$ cat config.mk
export PLATFORM = sky130hd
export DESIGN_NAME = dmem_stall_ctrl
export DESIGN_NICKNAME = d
export VERILOG_FILES = /design/src/rtl/dmem_stall_ctrl.sv
export SDC_FILE = /design/constraint.sdc
export NUM_CORES = 1
export LEC_CHECK = 0
export ABC_CLOCK_PERIOD_IN_PS = 3570
export CAP_MARGIN = 10
export CORE_ASPECT_RATIO = 0.7
export CORE_MARGIN = 1.5
export CORE_UTILIZATION = 48
export CTS_BUF_LIST = sky130_fd_sc_hd__clkbuf_4 sky130_fd_sc_hd__clkbuf_8
export DETAILED_ROUTE_END_ITERATION = 16
export PLACE_DENSITY = 0.88
export SLEW_MARGIN = 15
export SYNTH_ARGS = -nofsm -noshare
export SYNTH_HDL_FRONTEND = slang
export SYNTH_SLANG_ARGS = --single-unit
$ cat constraint.sdc
create_clock -name clk -period 3.57 [get_ports clk]
set_input_delay 1.071 -clock clk [delete_from_list [all_inputs] [get_ports clk]]
set_output_delay 1.071 -clock clk [all_outputs]
set_load 0.005 [all_outputs]
$ cat src/rtl/dmem_stall_ctrl.sv
// Data-memory stage controller: turns EX/MEM load/store fields into a req/ack
// transaction on a variable-latency memory port and stalls the pipeline meanwhile.
module dmem_stall_ctrl #(
  parameter int unsigned TIMEOUT = 16
) (
  input  logic        clk,
  input  logic        rst,
  input  logic        memRead,
  input  logic        memWrite,
  input  logic        halt,
  input  logic [15:0] addr,
  input  logic [15:0] writeData,
  output logic        memStall,
  output logic [15:0] readDataOut,
  output logic        doneOut,
  output logic        errOut,
  output logic        memReq,
  output logic        memWr,
  output logic [15:0] memAddr,
  output logic [15:0] memWData,
  input  logic        memAck,
  input  logic [15:0] memRData
);

  typedef enum logic [1:0] {
    IDLE = 2'd0,
    BUSY = 2'd1,
    DONE = 2'd2
  } state_t;

  state_t     state;
  state_t     state_next;
  logic [7:0] wait_cnt;
  logic       req;
  logic       timeout;

  // A combined read+write is treated as a write.
  assign req     = (memRead | memWrite) & ~halt;
  assign timeout = (wait_cnt == 8'(TIMEOUT - 1));

  // NOTE: sequential state uses non-blocking assignments so every flop samples
  // pre-edge values regardless of statement order.
  always_ff @(posedge clk or negedge rst) begin
    if (!rst) state <= IDLE;
    else      state <= state_next;
  end

  // NOTE: every output is given a default first so no path leaves one unassigned,
  // which would otherwise infer a latch.
  always_comb begin
    state_next = state;
    memReq     = 1'b0;
    memStall   = 1'b0;
    doneOut    = 1'b0;
    unique case (state)
      IDLE: begin
        memStall = req;
        if (req) state_next = BUSY;
      end
      BUSY: begin
        memReq   = 1'b1;
        memStall = 1'b1;
        if (memAck || timeout) state_next = DONE;
      end
      DONE: begin
        doneOut    = 1'b1;
        state_next = IDLE;
      end
      default: state_next = IDLE;
    endcase
  end

  // Request fields are captured once in IDLE and held; memReq alone qualifies them.
  always_ff @(posedge clk or negedge rst) begin
    if (!rst) begin
      memWr       <= 1'b0;
      memAddr     <= 16'h0000;
      memWData    <= 16'h0000;
      readDataOut <= 16'h0000;
      errOut      <= 1'b0;
      wait_cnt    <= 8'd0;
    end else begin
      unique case (state)
        IDLE: begin
          if (req) begin
            memAddr  <= addr;
            memWData <= writeData;
            memWr    <= memWrite;
            wait_cnt <= 8'd0;
          end
        end
        BUSY: begin
          wait_cnt <= wait_cnt + 8'd1;
          if (memAck) begin
            if (!memWr) readDataOut <= memRData;
          end else if (timeout) begin
            // Ack in the timeout cycle takes priority, so errOut is only set here.
            errOut <= 1'b1;
            if (!memWr) readDataOut <= 16'hFFFF;
          end
        end
        default: ;
      endcase
    end
  end

endmodule

Yosys cells after proc, flatten, opt, wreduce, memory -nomap -nowiden
Index checks and enable logic that the tools add are counted.
Widths: inputs -> output; s select.
- add/sub/neg operators: 1
- equal/unequal tests: 7
- muxes and demuxes: 12
- bitwise operators: 4
- reduce and logical (&&, ||, !) cells: 9
- operators by type and width (kind ; number):
    $mux 16 ; 4
    $pmux 8 s2 ; 1
    $add 8x1->8 const B ; 1
    $eq 8x4->1 const B ; 1
    $mux 8 ; 1
    $ne 2x2->1 const B ; 4
    $reduce_and 2->1 ; 3
    $mux 2 ; 2
    $pmux 2 s2 ; 1
    $reduce_and 4->1 ; 1
    $reduce_bool 2->1 ; 2
    $reduce_and 3->1 ; 1
    $eq 2x1->1 const B ; 1
    $eq 2x2->1 const B ; 1
    $logic_not 2->1 ; 1
    $mux 1 ; 2
    $not 1->1 ; 2
    $pmux 1 s2 ; 1
    $and 1x1->1 ; 1
    $logic_or 1x1->1 ; 1
    $or 1x1->1 ; 1
- register bits: 60
- input bits: 54
- logic and storage cells: 40

Logic depth before layout (Yosys ltp)
Gate-level depths: netlist of run 1.
- depth after elaboration: 4
- mapped depth: 6
- gate-level depth less buffers: 4

Worst setup path before layout of run 1
No wires, ideal clock.
- path kind: input to output
- start: input halt
- end: output memStall
- arrival time: 1.568 ns
- data required time: 2.499 ns
- setup slack: 0.931 ns
- cell stages on the path: 2
- path through: o21bai_1 > a21oi_1
- longest elaborated chain between the ends: 3
- RTL lines (item ; line ; RTL):
    start, declared ; 10 ; input logic halt,
    $not 1->1 ; 38 ; assign req = (memRead | memWrite) & ~halt;
    $and 1x1->1 ; 38 ;
    $pmux 1 s2 ; 55 ; unique case (state)
    end, declared ; 13 ; output logic memStall,
No other way between the ends.

Worst setup path in the final report of run 1
- start: input memWrite
- end: output memStall
- longest elaborated chain between the ends: 3
- RTL lines (item ; line ; RTL):
    start, declared ; 9 ; input logic memWrite,
    $or 1x1->1 ; 38 ;
    $and 1x1->1 ; 38 ;
    $pmux 1 s2 ; 55 ;
No other way between the ends.

==> results of run 1 <==
==> registers in the layout, summed over array words and instances (netlist names) <==
register	cells
memAddr	16
wait_cnt	8
state	2
errOut	1
readDataOut	16
memWr	1
memWData	16
==> metrics by stage <==
stage	utilization [%]	power, W
floorplan	-	0.00152
global placement	70.3	0.00203
detailed placement	70.3	0.00207
CTS	73.8	0.00262
global route	74.0	0.00276
finish	74.0	0.00260
==> worst min path at each step <==
| stage | from | endpoint | slack (ns) | cells after the start |
|---|---|---|---|---|
| 4_1_cts | wait_cnt[7] | wait_cnt[7] | 0.47 | 1 |
| 5_1_grt | wait_cnt[7] | wait_cnt[7] | 0.47 | 1 |
| 3_3_place_gp | errOut | errOut | 0.46 | 1 |
| 3_5_place_dp | wait_cnt[7] | wait_cnt[7] | 0.46 | 1 |
| 6_report | wait_cnt[7] | wait_cnt[7] | 0.46 | 1 |
| 2_1_floorplan | wait_cnt[7] | wait_cnt[7] | 0.44 | 1 |
==> routing by layer <==
metal,up-vias,share of wire (%),global-route usage [%]
met2,72,46,32.4
met1,930,44,27.6
met3,15,7.1,7.63
met4,0,2.8,10.4
met5,-,0,0
li1,907,-,-
==> power by group through the flow <==
stage / clock network [W] / logic (W) / registers [W]
6_report: 0.000542 / 0.000991 / 0.00107
4_1_cts: 0.000556 / 0.00100 / 0.00107
3_3_place_gp: 0 / 0.000967 / 0.00107
2_1_floorplan: 0 / 0.000456 / 0.00106
5_1_grt: 0.000594 / 0.00107 / 0.00110
3_5_place_dp: 0 / 0.000994 / 0.00107
==> cell type report <==
class | count | share of cell area, %
Tap cell | 72 | 2.32
Sequential cell | 60 | 38.6
Clock inverter | 2 | 0.257
Multi-Input combinational cell | 106 | 24.8
Inverter | 19 | 1.83
Clock buffer | 13 | 4.28
Timing Repair Buffer | 110 | 27.9
==> cell usage in the layout (no fill, tap or decap), drive strengths merged, types with 2 or more instances in the layout <==
cell	Yosys	final
a21oi	23	23
nor2	3	3
nand2	2	2
dfrtp	60	60
o21ai	4	4
clkbuf	3	13
o21a	2	2
inv	19	19
and3	2	2
clkdlybuf4s50	0	105
mux2	33	33
mux2i	3	3
nand4	3	3
o22ai	16	16
or2	2	2
buf	7	5
clkinv	0	2
==> worst max-delay path, stage by stage <==
cell,delay (ns)
clkdlybuf4s50_1,0.53
o21bai_4,0.12
a21oi_2,0.17
clkdlybuf4s50_1,0.52
==> what timing repair did <==
item / 4_1_cts / 5_1_grt
pin swaps: 0 / 1
buffers inserted: 0 / 0
setup endpoints to repair: 1 / 1
gates resized for setup: 1 / 2
==> cells by family (layout without fill, tap and decap cells) <==
| group | after synthesis | count (layout) | share of synthesized area (%) |
|---|---|---|---|
| mux | 36 | 36 | 19.5 |
| simple gates | 19 | 19 | 4.92 |
| compound gates | 50 | 50 | 11.4 |
| buf+inv | 29 | 144 | 6.45 |
| flops | 60 | 60 | 57.3 |
| fa+ha+maj | 1 | 1 | 0.477 |
==> results_dict.tcl, run 1 <==
set metrics [dict create \
    outcome "complete, no violations" \
    fillCellCount 361 \
    p_per_area_mw_per_mm2 669 \
    yosysWarnings 0 \
    multi_input_area_um2 965 \
    worst-r2r-setup-slack_ns 1.67 \
    endpoint "memStall" \
    ir_worst_vdd_mv 0.334 \
    clock_sinks 60 \
    stdcell_count 382 \
    drt_iter0_markers 60 \
    slew_headroom_pct 34.0 \
    switching_share_pct 27.7 \
    first_pass_iters 4 \
    grt_usage_pct 21.4 \
    synth-seq-area-share_pct 57.3 \
    grt_max_degree 40 \
    yosysTopAreaCell "dfrtp_1" \
    routabilityCongestion 0.791 \
    synth-main-ff-cell "dfrtp_1" \
    holdCritPathClass "reg -> reg" \
    dp_cells 367 \
    dieWidth_um 91.3 \
    holdBufCountCts 0 \
    setup_slack_ns 0.0900 \
    synth_seq_cells 60 \
    regArea_mm2 0.00150 \
    worst-slew-pin-transition_ns 0.986 \
    synth.most_common_cell "dfrtp_1" \
    die_area_mm2 0.00592 \
    timing.rr.end "readDataOut[8]" \
    switchingPower_w 0.000722 \
    critPathLaunch "memWrite" \
    final_nets 361 \
    synth_top_area_share_pct 57.3 \
    grt_pass1_wl_mm 9.43 \
    htreeDepth 3 \
    finalCriticalPeriod_ns 3.48 \
    syn_area_mm2 0.00262 \
    antenna_found_initial 0 \
    cap_violations 0 \
    overflow 0 \
    rsz0062_at_grt "false" \
    hold_violations 0 \
    rows 22 \
    p_leak_nw 1.77 \
    fin_worst_skew_ns 0.0116 \
    vias 1924 \
    intPower_w 0.00188 \
    start_util_pct 49.8 \
    clockBufferDepth 2 \
    synthArstFlopShare_pct 100 \
    clk_pin_slew_worst_paths_ns 0.06 \
    pwr-share-clk_pct 20.8 \
    critPathMaxFanout 6 \
    area_delta_synth_final_pct 48.5 \
    grt_pass1_vias 1940 \
    power_frac_seq_pct 41.1 \
    clk_latency_ns 0.34 \
    dpl_cell_area_mm2 0.00370 \
    syn_inst 195 \
    routed_wirelength_mm 5.75 \
    final_antenna_net_count 0 \
    synth_nets 250 \
    crit_path_end_kind "primary output" \
    setup_viol 0 \
    root_buffer "clkbuf_8" \
    required_ns 2.50 \
    synth_edf_count 0 \
    via_per_inst 5.04 \
    diodes 0 \
    fmax_mhz 287 \
    core_area_mm2 0.00526 \
    maxSlewViolCount 0 \
    r2r_start "wait_cnt[0]" \
    cp_data_arrival_time_ns 2.41 \
    ioPinCount 107 \
    drc 0 \
    cts_buffers 9 \
    wl_per_cell_um 15.1 \
    hpwl_mm 4.20 \
    min_period_over_period_pct 97.5 \
    synthTopCellsByCount "dfrtp_1 (60), mux2_4 (29), a21oi_1 (22)" \
    startpoint_type "input port" \
    design_area_mm2 0.00389 \
    synth_cell_types 33 \
    io_buffers 106 \
    drive_above_1_share_pct 20.3 \
    die_y_um 64.8 \
    synthTopCellsByArea "dfrtp_1 (57%), mux2_4 (17%), a21oi_1 (4.2%)" \
    setup_tns_ns 0 \
    postSynthAreaPerCell_um2 13.4 \
    reg2reg_depth 4 \
    pwr-share-comb_pct 38.1 \
    cts_tree "done" \
    setup.worst_path.class "in -> out" \
    post-place-ws_ns -0.0909 \
    whs_ns 0.464 \
]
Power figures use the tool's default switching activity.
==> run 2, diff against run 1 <==
- CELL_PAD_IN_SITES_DETAIL_PLACEMENT: unset -> 1
- CELL_PAD_IN_SITES_GLOBAL_PLACEMENT: unset -> 1
- CORE_UTILIZATION: 48 -> 37
- PLACE_DENSITY: 0.88 -> unset
- PLACE_DENSITY_LB_ADDON: unset -> 0.1
==> run 2 against run 1 <==
  * Clock power up 16%
  * Cell count up 6.0%
  * Sequential cell count unchanged
  * Clock skew down 0.0063 ns
  * Core utilization down 16 points
  * Combinational power about the same
  * Fmax down 0.11%
  * Largest power group unchanged
==> results_dict.tcl, run 2 (synthesized netlist as in run 1, its figures left out) <==
set metrics [dict create \
    layout_common_cells "clkdlybuf4s50_1 (105), dfrtp_1 (60), mux2_4 (29)" \
    via_per_inst 4.93 \
    routed_wirelength_mm 6.92 \
    pwr-share-comb_pct 37.4 \
    power_frac_seq_pct 39.3 \
    worst-r2r-setup-slack_ns 1.47 \
    drt_iter0_markers 69 \
    start_util_pct 38.6 \
    required_ns 2.50 \
    setup.worst_path.class "in -> out" \
    cp_data_arrival_time_ns 2.41 \
    intPower_w 0.00195 \
    p_per_area_mw_per_mm2 686 \
    fmax_mhz 287 \
    ioPinCount 107 \
    hp-start "errOut" \
    startpoint_type "input port" \
    setup_tns_ns 0 \
    grt_usage_pct 18.9 \
    rows 25 \
    switching_share_pct 27.9 \
    die_y_um 73.4 \
    p_leak_nw 1.77 \
    holdCritPathClass "reg -> reg" \
    wl_per_cell_um 17.1 \
    first_pass_iters 4 \
    overflow 0 \
    vias 1995 \
    io_buffers 106 \
    setup_viol 0 \
    worst-slew-pin-transition_ns 1.12 \
    routabilityCongestion 0.758 \
    clk_pin_slew_worst_paths_ns 0.07 \
    grt_pass1_wl_mm 11.1 \
    antenna_found_initial 0 \
    area_delta_synth_final_pct 50.2 \
    crit_path_end_kind "primary output" \
    critPathLaunch "halt" \
    clock_sinks 60 \
    fin_worst_skew_ns 0.00525 \
    dieWidth_um 104 \
    cts_buffers 9 \
    outcome "complete, no violations" \
    fin_util_pct 58.0 \
    diodes 0 \
    critPathMaxFanout 2 \
    grt_max_degree 61 \
    grt_pass1_vias 2170 \
    htreeDepth 3 \
    final_antenna_net_count 0 \
    die_area_mm2 0.00760 \
    finalCriticalPeriod_ns 3.48 \
    root_buffer "clkbuf_8" \
    hpwl_mm 4.78 \
    cap_violations 0 \
    holdBufCountCts 0 \
    reg_top3 "memAddr: 16 flops, memWData: 16 flops, readDataOut: 16 flops" \
    drive_above_1_share_pct 20.3 \
    min_period_over_period_pct 97.6 \
    r2r_start "state[1]" \
    clockBufferDepth 2 \
    slew_headroom_pct 25.6 \
    layout_commonest_cell "clkdlybuf4s50_1" \
    hold_violations 0 \
    pwr-share-clk_pct 23.3 \
    final_nets 361 \
    clk_latency_ns 0.33 \
    ir_worst_vdd_mv 0.289 \
    switchingPower_w 0.000752 \
    rsz0062_at_grt "false" \
    cts_tree "done" \
    maxSlewViolCount 0 \
    drc 0 \
    core_area_mm2 0.00679 \
    fillCellCount 713 \
]
[run 2: changes by cell type in the layout (fill, tap and decap cells not counted)]
cell	delta
o21bai_1	+1
bufinv_16	+1
clkinvlp_4	+1
o21bai_4	-1
clkbuf_4	-1
[run 2: final timing paths]
kind | to | cells after the start
worst max-delay path | memStall | 4
worst min-delay path | errOut | 1
worst max register to register | memAddr[3] | 3
worst min register to register | errOut | 1
max in group asynchronous | memAddr[2] | 2
min in group asynchronous | readDataOut[12] | 2
[run 2: routing by layer]
| layer | track usage, % | up-vias | wire length (um) |
|---|---|---|---|
| met4 | 7.41 | 0 | 116 |
| met1 | 24.9 | 1008 | 3280 |
| met2 | 29.7 | 63 | 3170 |
| met3 | 5.77 | 14 | 350 |
| met5 | 0 | - | 0 |
| li1 | - | 910 | - |
[run 2: critical path, cell delays in order]
cell and delay [ns]:
clkdlybuf4s50_1 0.42, o21bai_1 0.20, a21oi_2 0.20, clkdlybuf4s50_1 0.52
[run 2: timing repair]
action / CTS / global route
setup buffers: 0 / 0
endpoints found under the setup margin: 0 / 1
endpoints found under the hold margin: 0 / 0
resized for setup: 0 / 1
[run 2: stage by stage]
step | area [um2] | cells | hold WS [ns] | total power [W] | worst slack (ns)
after CTS | 3930 | 405 | 0.494 | 0.00274 | 0.0165
after global placement | 3730 | 389 | 0.458 | 0.00205 | 0.0727
final | 3940 | 405 | 0.487 | 0.00270 | 0.0861
after global routing | 3940 | 405 | 0.510 | 0.00286 | 0.0224
after floorplan | 2620 | 195 | 0.440 | 0.00152 | 0.931
after detailed placement | 3730 | 389 | 0.479 | 0.00209 | 0.0312
[run 2: area by class of cell]
cell class	instances	area, um2	area share, %
clock buffers	12	159	4.04
flip-flops and latches	60	1500	38.1
repair buffers	110	1090	27.6
inverters	19	71.3	1.81
well taps	94	118	2.99
clock inverters	4	47.5	1.21
multi-input cells	106	953	24.2
[run 2: power groups by stage]
stage / Combinational, W / Clock [W] / Sequential, W
floorplan: 0.000456 / 0 / 0.00106
global placement: 0.000990 / 0 / 0.00106
detailed placement: 0.00101 / 0 / 0.00107
CTS: 0.00102 / 0.000656 / 0.00106
global route: 0.00109 / 0.000680 / 0.00110
finish: 0.00101 / 0.000629 / 0.00106
==> run 3, diff against run 2 <==
- ABC_CLOCK_PERIOD_IN_PS: 3570 -> 3700
- CORE_UTILIZATION: 37 -> 34
- clock period: 3.57 -> 3.7 ns (I/O delays scaled with it)
==> run 3 against run 2 <==
  * Combinational power down 4%
  * Cell count up 0.99%
  * Design area down 0.13%
  * Via count down 2.2%
  * Global-route usage down 1.4 points
  * Sequential cell count unchanged
  * Non-clock buffer count up 1
  * Total power down 6.2%
  * Sequential power about the same
  * Clock power down 15%
  * Clock skew up 0.0017 ns
  * Worst setup slack better by 0.045 ns
  * Critical path type unchanged
  * Critical endpoint unchanged
  * Highest routed layer unchanged
==> results_dict.tcl, run 3 (synthesized netlist as in run 1, its figures left out) <==
set metrics [dict create \
    fin_worst_skew_ns 0.00695 \
    dp_cells 394 \
    hold_violations 0 \
    grt_pass1_wl_mm 10.9 \
    power.total_w 0.00253 \
    diodes 0 \
    startpoint_type "input port" \
    start_util_pct 35.5 \
    drc 0 \
    holdBufCountCts 0 \
    worst-slew-pin-transition_ns 1.03 \
    crit_chain "clkdlybuf4s50_1, o21bai_2, a21oi_1, clkdlybuf4s50_1" \
    p_leak_nw 1.77 \
    finalCriticalPeriod_ns 3.57 \
    multi_input_area_um2 953 \
    die_y_um 76.4 \
    grt_pass1_vias 2058 \
    outcome "complete, no violations" \
    maxSlewViolCount 0 \
    via_per_inst 4.77 \
    htreeDepth 3 \
    min_period_over_period_pct 96.4 \
    crit_path_end_kind "primary output" \
    critPathMaxFanout 6 \
    setup.worst_path.class "in -> out" \
    routed_wirelength_mm 6.75 \
    cap_violations 0 \
    grt_max_degree 30 \
    clock_sinks 60 \
    stdcell_count 409 \
    vias 1952 \
    root_buffer "clkbuf_8" \
    final_nets 362 \
    whs_ns 0.471 \
    hpwl_mm 5.03 \
    holdCritPathClass "reg -> reg" \
    critPathSlowestCell "clkdlybuf4s50_1" \
    core_area_mm2 0.00738 \
    p_per_area_mw_per_mm2 644 \
    layout_commonest_cell "clkdlybuf4s50_1" \
    grt_usage_pct 17.5 \
    rsz0062_at_grt "false" \
    slew_headroom_pct 31.0 \
    clk_pin_slew_worst_paths_ns 0.06 \
    post_cts_buffers 0 \
    cts_buffers 9 \
    layout_common_cells "clkdlybuf4s50_1 (105), dfrtp_1 (60), mux2_4 (29)" \
    fillCellCount 770 \
    regArea_mm2 0.00150 \
    dieWidth_um 108 \
    ir_worst_vdd_mv 0.245 \
    setup_viol 0 \
    io_buffers 106 \
    final_antenna_net_count 0 \
    setup_tns_ns 0 \
    antenna_found_initial 0 \
    critical-path-max-stage-delay_ns 0.53 \
    die_area_mm2 0.00825 \
    cp_data_arrival_time_ns 2.46 \
    reg_top3 "memAddr: 16 flops, memWData: 16 flops, readDataOut: 16 flops" \
    clk_latency_ns 0.33 \
    area_delta_synth_final_pct 50.0 \
    routabilityCongestion 0.740 \
    overflow 0 \
    drive_above_1_share_pct 20.3 \
    ioPinCount 107 \
    crit_top_cell "clkdlybuf4s50_1" \
    first_pass_iters 4 \
    fmax_mhz 280 \
    drt_iter0_markers 49 \
    wl_per_cell_um 16.5 \
    cts_tree "done" \
    clockBufferDepth 2 \
    rows 26 \
    required_ns 2.59 \
]
==> run 3: routing by layer <==
layer	track usage (%)	vias up	part of all wire [%]
met5	0	-	0
met4	5.13	0	0.64
met3	5.47	4	5.6
met2	26.6	57	45
met1	23.9	978	48
li1	-	913	-
==> run 3: where the power goes <==
group | total [W] | switching [W] | leakage [nW] | internal (W)
clock | 0.000532 | 0.000243 | 0.0961 | 0.000289
sequential | 0.00103 | 0.000160 | 0.745 | 0.000871
combinational | 0.000970 | 0.000312 | 0.933 | 0.000658
total | 0.00253 | 0.000715 | 1.77 | 0.00182
==> run 3: critical path, delay by kind of cell <==
kind,cells,cell delay (ns)
buf+inv,2,1.02
compound gates,2,0.33
==> run 3: worst paths after layout <==
| path | start | end | slack [ns] | cells after the start |
|---|---|---|---|---|
| worst min register to register | errOut | errOut | 0.47 | 1 |
| min in group asynchronous | rst | memAddr[8] | 0.80 | 1 |
| worst min-delay path | errOut | errOut | 0.47 | 1 |
| worst max register to register | wait_cnt[0] | readDataOut[8] | 1.77 | 4 |
| worst max-delay path | memWrite | memStall | 0.13 | 4 |
| max in group asynchronous | rst | memWData[5] | 2.17 | 2 |
==> run 3: repair_timing <==
action                     4_1_cts  5_1_grt
setup endpoints to repair        0        1
resized for setup                0        1
hold endpoints to repair         0        0
==> run 3: layout make-up <==
cell class	count	area share, %
repair buffers	111	28.1
multi-input cells	106	24.3
inverters	19	1.81
clock buffers	13	4.23
flip-flops and latches	60	38.2
clock inverters	2	0.255
well taps	98	3.12
==> run 3: metrics by stage <==
| step | utilization, % | setup WS [ns] | instance area [um2] |
|---|---|---|---|
| 3_3_place_gp | 50.8 | 0.127 | 3750 |
| 4_1_cts | 53.2 | 0.0665 | 3930 |
| 5_1_grt | 53.2 | 0.0472 | 3930 |
| 6_report | 53.2 | 0.132 | 3930 |
| 2_1_floorplan | - | 0.983 | 2620 |
| 3_5_place_dp | 50.8 | 0.0763 | 3750 |
